File: config.mk
export PLATFORM = sky130hd
export DESIGN_NAME = knn_match_ctrl_flat
export DESIGN_NICKNAME = d
export VERILOG_FILES = /design/src/rtl/knn_match_if.sv /design/src/rtl/knn_match_ctrl.sv /design/src/flat_wrapper.sv
export SDC_FILE = /design/constraint.sdc
export NUM_CORES = 1
export LEC_CHECK = 0
export ABC_AREA = 1
export BUFFER_PORTS_ARGS = -buffer_cell sky130_fd_sc_hd__buf_2
export CAP_MARGIN = 25
export CORE_MARGIN = 2
export CORE_UTILIZATION = 54
export DETAILED_ROUTE_END_ITERATION = 10
export PLACE_DENSITY = 0.8
export SLEW_MARGIN = 20
export SYNTH_ARGS = -nofsm -noshare
export SYNTH_HDL_FRONTEND = slang
export SYNTH_SLANG_ARGS = --single-unit
export TNS_END_PERCENT = 30
File: constraint.sdc
create_clock -name clk -period 2.5 [get_ports clk]
set_input_delay 0.125 -clock clk [delete_from_list [all_inputs] [get_ports clk]]
set_output_delay 0.125 -clock clk [all_outputs]
set_load 0.03 [all_outputs]
File: src/rtl/knn_match_if.sv
// Classify handshake, known-image memory and distance-accumulator signals of knn_match_ctrl.
// The skip_cnt member exists only when KNN_EARLY_EXIT_EN is defined.
interface knn_match_if #(
  parameter int LABEL_W = 4,
  parameter int DIST_W  = 32,
  parameter int IDX_W   = 8
);
  logic               start;
  logic [2:0]         state;
  logic [IDX_W-1:0]   known_idx;
  logic [LABEL_W-1:0] known_label;
  logic [DIST_W-1:0]  distance;
  logic               busy;
  logic               done;
  logic [LABEL_W-1:0] best_label;
  logic [IDX_W-1:0]   best_idx;
  logic [DIST_W-1:0]  best_distance;
`ifdef KNN_EARLY_EXIT_EN
  logic [IDX_W-1:0]   skip_cnt;
`endif

  modport master (
    input  start, known_label, distance,
    output state, known_idx, busy, done, best_label, best_idx, best_distance
`ifdef KNN_EARLY_EXIT_EN
    , output skip_cnt
`endif
  );

  modport slave (
    output start, known_label, distance,
    input  state, known_idx, busy, done, best_label, best_idx, best_distance
`ifdef KNN_EARLY_EXIT_EN
    , input skip_cnt
`endif
  );
endinterface

File: src/rtl/knn_match_ctrl.sv
// Nearest-neighbour controller: walks every known image, sequences the distance accumulator and
// keeps the minimum distance with its label/index. KNN_EARLY_EXIT_EN aborts hopeless images early.
module knn_match_ctrl #(
  parameter int PIXELS    = 784,
  parameter int NUM_KNOWN = 10,
  parameter int LABEL_W   = 4,
  parameter int DIST_W    = 32,
  parameter int IDX_W     = 8
) (
  input  logic       clk,
  input  logic       reset,
  knn_match_if.master bus
);
  localparam int CNT_W = (PIXELS > 1) ? $clog2(PIXELS) : 1;

  localparam logic [2:0] ST_KNOWN    = 3'b001;
  localparam logic [2:0] ST_INC_DIFF = 3'b011;
  localparam logic [2:0] ST_WRITE    = 3'b101;
  localparam logic [2:0] ST_RST_DIST = 3'b110;

  typedef enum logic [2:0] {IDLE, LOAD, ACCUM, COMPARE, CLEAR, DONE} fsm_t;

  fsm_t               fsm, fsm_nxt;
  logic [2:0]         state_code;
  logic [CNT_W-1:0]   pix_cnt;
  logic [IDX_W-1:0]   known_idx;
  logic               have_best;
  logic               abort;
  logic [LABEL_W-1:0] best_label;
  logic [IDX_W-1:0]   best_idx;
  logic [DIST_W-1:0]  best_distance;
`ifdef KNN_EARLY_EXIT_EN
  logic [IDX_W-1:0]   skip_cnt;
`endif

  always_comb begin
    fsm_nxt    = fsm;
    state_code = ST_RST_DIST;
    abort      = 1'b0;
    case (fsm)
      IDLE: if (bus.start) fsm_nxt = LOAD;
      LOAD: begin
        state_code = ST_KNOWN;
        fsm_nxt    = ACCUM;
      end
      ACCUM: begin
        state_code = ST_INC_DIFF;
        if (pix_cnt == CNT_W'(PIXELS - 1)) fsm_nxt = COMPARE;
`ifdef KNN_EARLY_EXIT_EN
        // Distance only grows, so once it reaches the best so far this image cannot win.
        if (have_best && (bus.distance >= best_distance)) begin
          abort   = 1'b1;
          fsm_nxt = CLEAR;
        end
`endif
      end
      COMPARE: begin
        state_code = ST_WRITE;
        fsm_nxt    = CLEAR;
      end
      CLEAR: fsm_nxt = (known_idx == IDX_W'(NUM_KNOWN - 1)) ? DONE : LOAD;
      DONE:  fsm_nxt = IDLE;
      default: fsm_nxt = IDLE;
    endcase
  end

  always_ff @(posedge clk or negedge reset) begin
    if (!reset) begin
      fsm           <= IDLE;
      pix_cnt       <= '0;
      known_idx     <= '0;
      have_best     <= 1'b0;
      best_label    <= '0;
      best_idx      <= '0;
      best_distance <= '1;
`ifdef KNN_EARLY_EXIT_EN
      skip_cnt      <= '0;
`endif
    end else begin
      fsm <= fsm_nxt;
      case (fsm)
        IDLE: if (bus.start) begin
          known_idx     <= '0;
          have_best     <= 1'b0;
          best_distance <= '1;
`ifdef KNN_EARLY_EXIT_EN
          skip_cnt      <= '0;
`endif
        end
        LOAD:  pix_cnt <= '0;
        ACCUM: begin
          pix_cnt <= pix_cnt + 1'b1;
`ifdef KNN_EARLY_EXIT_EN
          if (abort) skip_cnt <= skip_cnt + 1'b1;
`endif
        end
        COMPARE: begin
          // Strict less-than: on a tie the earlier (lower) index is kept.
          if (!have_best || (bus.distance < best_distance)) begin
            best_distance <= bus.distance;
            best_label    <= bus.known_label;
            best_idx      <= known_idx;
          end
          have_best <= 1'b1;
        end
        CLEAR: if (known_idx != IDX_W'(NUM_KNOWN - 1)) known_idx <= known_idx + 1'b1;
        default: ;
      endcase
    end
  end

  assign bus.state         = state_code;
  assign bus.known_idx     = known_idx;
  assign bus.busy          = (fsm != IDLE);
  assign bus.done          = (fsm == DONE);
  assign bus.best_label    = best_label;
  assign bus.best_idx      = best_idx;
  assign bus.best_distance = best_distance;
`ifdef KNN_EARLY_EXIT_EN
  assign bus.skip_cnt      = skip_cnt;
`endif
endmodule

File: src/flat_wrapper.sv
// flat-port wrapper written by rule: the top's interface ports become plain ports
module knn_match_ctrl_flat 
#(
  parameter int PIXELS    = 784,
  parameter int NUM_KNOWN = 10,
  parameter int LABEL_W   = 4,
  parameter int DIST_W    = 32,
  parameter int IDX_W     = 8
)
  (clk, reset, bus_start, bus_known_label, bus_distance, bus_state, bus_known_idx, bus_busy, bus_done, bus_best_label, bus_best_idx, bus_best_distance);
  knn_match_if #(.LABEL_W(LABEL_W), .DIST_W(DIST_W), .IDX_W(IDX_W)) bus_i ();
  input  logic clk;
  input  logic reset;
  input wire logic [$bits(bus_i.start)-1:0] bus_start;
  input wire logic [$bits(bus_i.known_label)-1:0] bus_known_label;
  input wire logic [$bits(bus_i.distance)-1:0] bus_distance;
  output wire logic [$bits(bus_i.state)-1:0] bus_state;
  output wire logic [$bits(bus_i.known_idx)-1:0] bus_known_idx;
  output wire logic [$bits(bus_i.busy)-1:0] bus_busy;
  output wire logic [$bits(bus_i.done)-1:0] bus_done;
  output wire logic [$bits(bus_i.best_label)-1:0] bus_best_label;
  output wire logic [$bits(bus_i.best_idx)-1:0] bus_best_idx;
  output wire logic [$bits(bus_i.best_distance)-1:0] bus_best_distance;
  assign bus_i.start = bus_start;
  assign bus_i.known_label = bus_known_label;
  assign bus_i.distance = bus_distance;
  assign bus_state = bus_i.state;
  assign bus_known_idx = bus_i.known_idx;
  assign bus_busy = bus_i.busy;
  assign bus_done = bus_i.done;
  assign bus_best_label = bus_i.best_label;
  assign bus_best_idx = bus_i.best_idx;
  assign bus_best_distance = bus_i.best_distance;
  knn_match_ctrl #(.PIXELS(PIXELS), .NUM_KNOWN(NUM_KNOWN), .LABEL_W(LABEL_W), .DIST_W(DIST_W), .IDX_W(IDX_W)) u_core (.clk(clk), .reset(reset), .bus(bus_i));
endmodule
==> impl_metrics.py <==
metrics = {
    "pwr": {
        "p_comb_share_pct": 54.8,
        "power_density_nw_per_um2": 1363,
        "power.share.clock_pct": 13.7,
        "switching_share_pct": 48.89,
        "p_switching_mw": 3.154,
        "cellLeakagePower_nw": 2.562,
        "design_power_total_mw": 6.451,
        "power.sequential.fraction_pct": 31.5,
        "power.ir.vdd_worst_mv": 0.8144,
        "power.internal_mw": 3.297,
    },
    "global_routing": {
        "grt_overflow_total": 0,
        "grt_pass1_vias": 3496,
        "antenna_found_initial": 0,
        "grt_start_max_net_pins": 35,
        "grt_pass1_wl_mm": 15.66,
        "groute.usage.overall_pct": 23.57,
    },
    "drt": {
        "wirelength_mm": 9.348,
        "initialDrtViolationCount": 174,
        "drc": 0,
        "dr.pass1.iters": 5,
        "via_count": 3572,
        "route.detailed.wl_per_inst_um": 13.63,
        "via_per_inst": 5.207,
        "ant_nets": 0,
    },
    "floorplanning": {
        "design.die.area_sq_um": 8129,
        "initial_core_util_pct": 55.57,
        "row_count": 31,
        "core_box_area_sq_um": 7214,
        "fp.dieH_um": 90.16,
        "width_of_the_die_um": 90.16,
        "num_io_pins": 96,
    },
    "synthesis": {
        "synthCells": 486,
        "synth_cell_types": 44,
        "yosysWarnings": 0,
        "synth_ff_type": "sky130_fd_sc_hd__dfrtp_1",
        "postSynth.asyncResetShare_pct": 100.0,
        "avgSynthCellArea_sq_um": 8.249,
        "sequential_fraction_of_the_synthesis_area_pct": 42.20,
        "synth_edf_count": 0,
        "ys_ff_latch": 66,
        "mappedNetlistArea_sq_um": 4009,
        "nets_in_the_synthesized_netlist": 559,
    },
    "critical_path": {
        "setup.worst_path.start_class": "register",
        "worst_path_most_repeated_cell": "sky130_fd_sc_hd__nand2_1",
        "cp.required_ns": 2.78,
        "critical_path.endpoint_type": "register",
        "timing.critical_path.cells": "inv_1, ha_1, nand2_1, nor2_1, nand2_1, nor4_2, nand2_1, nand2_1, nand2_4, nand2_8, buf_4, nand3_1, nand2_1",
        "worstPathArrival_ns": 2.61,
        "slowest_stage": "sky130_fd_sc_hd__dfstp_2",
        "path_max_fanout": 19,
        "critical_path.max_stage_delay_ns": 0.54,
        "timing.setup.critical_path_class": "reg2reg",
        "timing.reg2reg.setup_slack_ns": 0.17,
    },
    "cells_and_area": {
        "insertedDiodeCount": 0,
        "final_net_count": 655,
        "share_of_post_route_cells_with_drive_strength_above_1_pct": 31.52,
        "synthToLayoutAreaGrowth_pct": 18.10,
        "multi_input_comb_area_sq_um": 1973,
        "layout.filler_cells": 620,
        "seqCellArea_sq_um": 1692,
    },
    "sta": {
        "slew_viol_final": 0,
        "hold_violations": 0,
        "max-slew-margin-rel_pct": 71.72,
        "min_period_over_period_pct": 93.12,
        "worst-slew-pin-transition_ns": 0.4219,
        "max_freq_ghz": 0.4295,
        "finalCriticalPeriod_ns": 2.328,
        "finalSetupViolations": 0,
        "final.setup.tns_ns": 0,
        "skew_ns": 0.006105,
        "final.setup.worst_slack_ns": 0.1719,
        "rsz0062_at_grt": "yes",
        "hold_ws_ns": 0.004083,
    },
    "cts": {
        "clk_pin_slew_worst_paths_ns": 0.07,
        "tritoncts.num_buffers": 9,
        "clock_tree.htree_level_count": 3,
        "postCtsSetupRepairBufs": 0,
        "cts-hold-fix-buffers": 0,
        "post_cts_resized": 0,
        "worst_skew_pair.late_latency_ns": 0.34,
        "clockBufferDepth": 2,
        "total_number_of_clock_tree_sinks": 66,
        "cts-root-buf": "sky130_fd_sc_hd__clkbuf_8",
        "tritoncts_clock_tree": "done",
    },
    "placed_design": {
        "dp_slack_ns": 0.2084,
        "detailed_place_hpwl_mm": 6.946,
        "placement.io_buffers": 95,
        "globalplace.congestion": 0.8555,
    },
    "run": {
        "max_cap_violations": 0,
    },
    "min_path": {
        "worstHoldPathType": "in2async",
    },
    "status": {
        "run_status": "finished, final reports clean",
    },
}
-- cell families (layout without fill, tap and decap cells) --
kind of cell | Yosys count | after routing | synth area share [%]
AOI/OAI and AO/OA | 52 | 52 | 7.147
xor gates and xnor gates | 2 | 2 | 0.4370
and+or+nand+nor | 254 | 254 | 31.02
DFF | 66 | 66 | 42.20
buffers and inverters | 78 | 179 | 8.583
adders and majority gates | 34 | 34 | 10.61
-- power groups by stage --
stage	logic (mW)	registers [mW]	clock network, mW
after global routing	3.97	2.08	0.945
final	3.54	2.03	0.881
after CTS	3.57	2.03	0.897
after global placement	3.44	2.02	0
after detailed placement	3.55	2.04	0
after floorplan	2.04	2.71	0
-- sequential cells by signal, indices dropped and copies added, names as in the netlist --
| signal | cells |
|---|---|
| u_core.have_best | 1 |
| u_core.bus.known_idx | 8 |
| u_core.bus.best_distance | 32 |
| u_core.pix_cnt | 10 |
| u_core.bus.best_idx | 8 |
| u_core.fsm | 3 |
| u_core.bus.best_label | 4 |
-- metal layers --
| layer | wire (um) | global-route usage, % |
|---|---|---|
| met1 | 3995 | 29.30 |
| met2 | 4603 | 40.10 |
| met3 | 601 | 4.694 |
| met4 | 148 | 9.872 |
| met5 | 0 | 0 |
-- cells in the final DEF (no fill, tap or decap), types with 3 or more instances in the layout --
cell type                  synthesis  routed
sky130_fd_sc_hd__a21oi_1          21      21
sky130_fd_sc_hd__buf_2             2      95
sky130_fd_sc_hd__buf_4             5       5
sky130_fd_sc_hd__clkbuf_1          3       3
sky130_fd_sc_hd__clkbuf_8          0      10
sky130_fd_sc_hd__dfrtp_1          34      34
sky130_fd_sc_hd__dfstp_2          32      32
sky130_fd_sc_hd__ha_1             34      34
sky130_fd_sc_hd__inv_1            57      57
sky130_fd_sc_hd__inv_2             4       4
sky130_fd_sc_hd__nand2_1         131     131
sky130_fd_sc_hd__nand2_4           3       3
sky130_fd_sc_hd__nand3_1          45      45
sky130_fd_sc_hd__nand4_1           4       4
sky130_fd_sc_hd__nor2_1           17      17
sky130_fd_sc_hd__nor2_2            3       3
sky130_fd_sc_hd__nor3_1            6       6
sky130_fd_sc_hd__o21ai_0          12      12
sky130_fd_sc_hd__o21ai_1           9       9
sky130_fd_sc_hd__or2_0            13      13
sky130_fd_sc_hd__or2_2            18      18
-- critical path: cells and delay by family, from the launching register on --
kind	cells	cell delay [ns]
buffers and inverters	2	0.30
flip-flops	1	0.54
AND/OR/NAND/NOR	10	1.11
adder cells (fa/ha/maj)	1	0.30
-- final cells by class --
cell class / instances / area share [%]
flip-flops and latches: 66 / 35.73
multi-input cells: 342 / 41.68
clock buffers: 13 / 3.145
well taps: 99 / 2.616
repair buffers: 100 / 10.84
inverters: 63 / 5.153
clock inverters: 3 / 0.8457
-- per-stage QoR --
step / util [%] / instance area [sq um] / cells
after floorplan: - / 4009 / 486
after global placement: 63.01 / 4546 / 670
after detailed placement: 63.01 / 4546 / 670
after CTS: 65.63 / 4735 / 686
after global routing: 65.63 / 4735 / 686
final: 65.63 / 4735 / 686
-- cell usage after synthesis, types with 3 or more instances --
master	count	area, sq um
sky130_fd_sc_hd__a21oi_1	21	105.1
sky130_fd_sc_hd__buf_4	5	37.54
sky130_fd_sc_hd__buf_6	3	33.78
sky130_fd_sc_hd__clkbuf_1	3	11.26
sky130_fd_sc_hd__dfrtp_1	34	850.8
sky130_fd_sc_hd__dfstp_2	32	840.8
sky130_fd_sc_hd__ha_1	34	425.4
sky130_fd_sc_hd__inv_1	57	214.0
sky130_fd_sc_hd__inv_2	4	15.01
sky130_fd_sc_hd__nand2_1	131	491.7
sky130_fd_sc_hd__nand2_4	3	33.78
sky130_fd_sc_hd__nand3_1	45	225.2
sky130_fd_sc_hd__nand4_1	4	25.02
sky130_fd_sc_hd__nor2_1	17	63.81
sky130_fd_sc_hd__nor2_2	3	18.77
sky130_fd_sc_hd__nor3_1	6	30.03
sky130_fd_sc_hd__o21ai_0	12	60.06
sky130_fd_sc_hd__o21ai_1	9	45.04
sky130_fd_sc_hd__or2_0	13	81.33
sky130_fd_sc_hd__or2_2	18	112.6
-- final timing paths --
path                                              start                            to  depth (start not counted)
min in group clk                     bus_known_label[0]      u_core.bus.best_label[0]                          3
min                                               reset  u_core.bus.best_distance[12]                          1
min reg2reg                    u_core.bus.best_label[1]      u_core.bus.best_label[1]                          2
max                        u_core.bus.best_distance[31]   u_core.bus.best_distance[4]                         13
max reg2reg                u_core.bus.best_distance[31]   u_core.bus.best_distance[4]                         13
max in group asynchronous                         reset  u_core.bus.best_distance[25]                          2
Note: power is estimated with default switching activity, not from simulation.
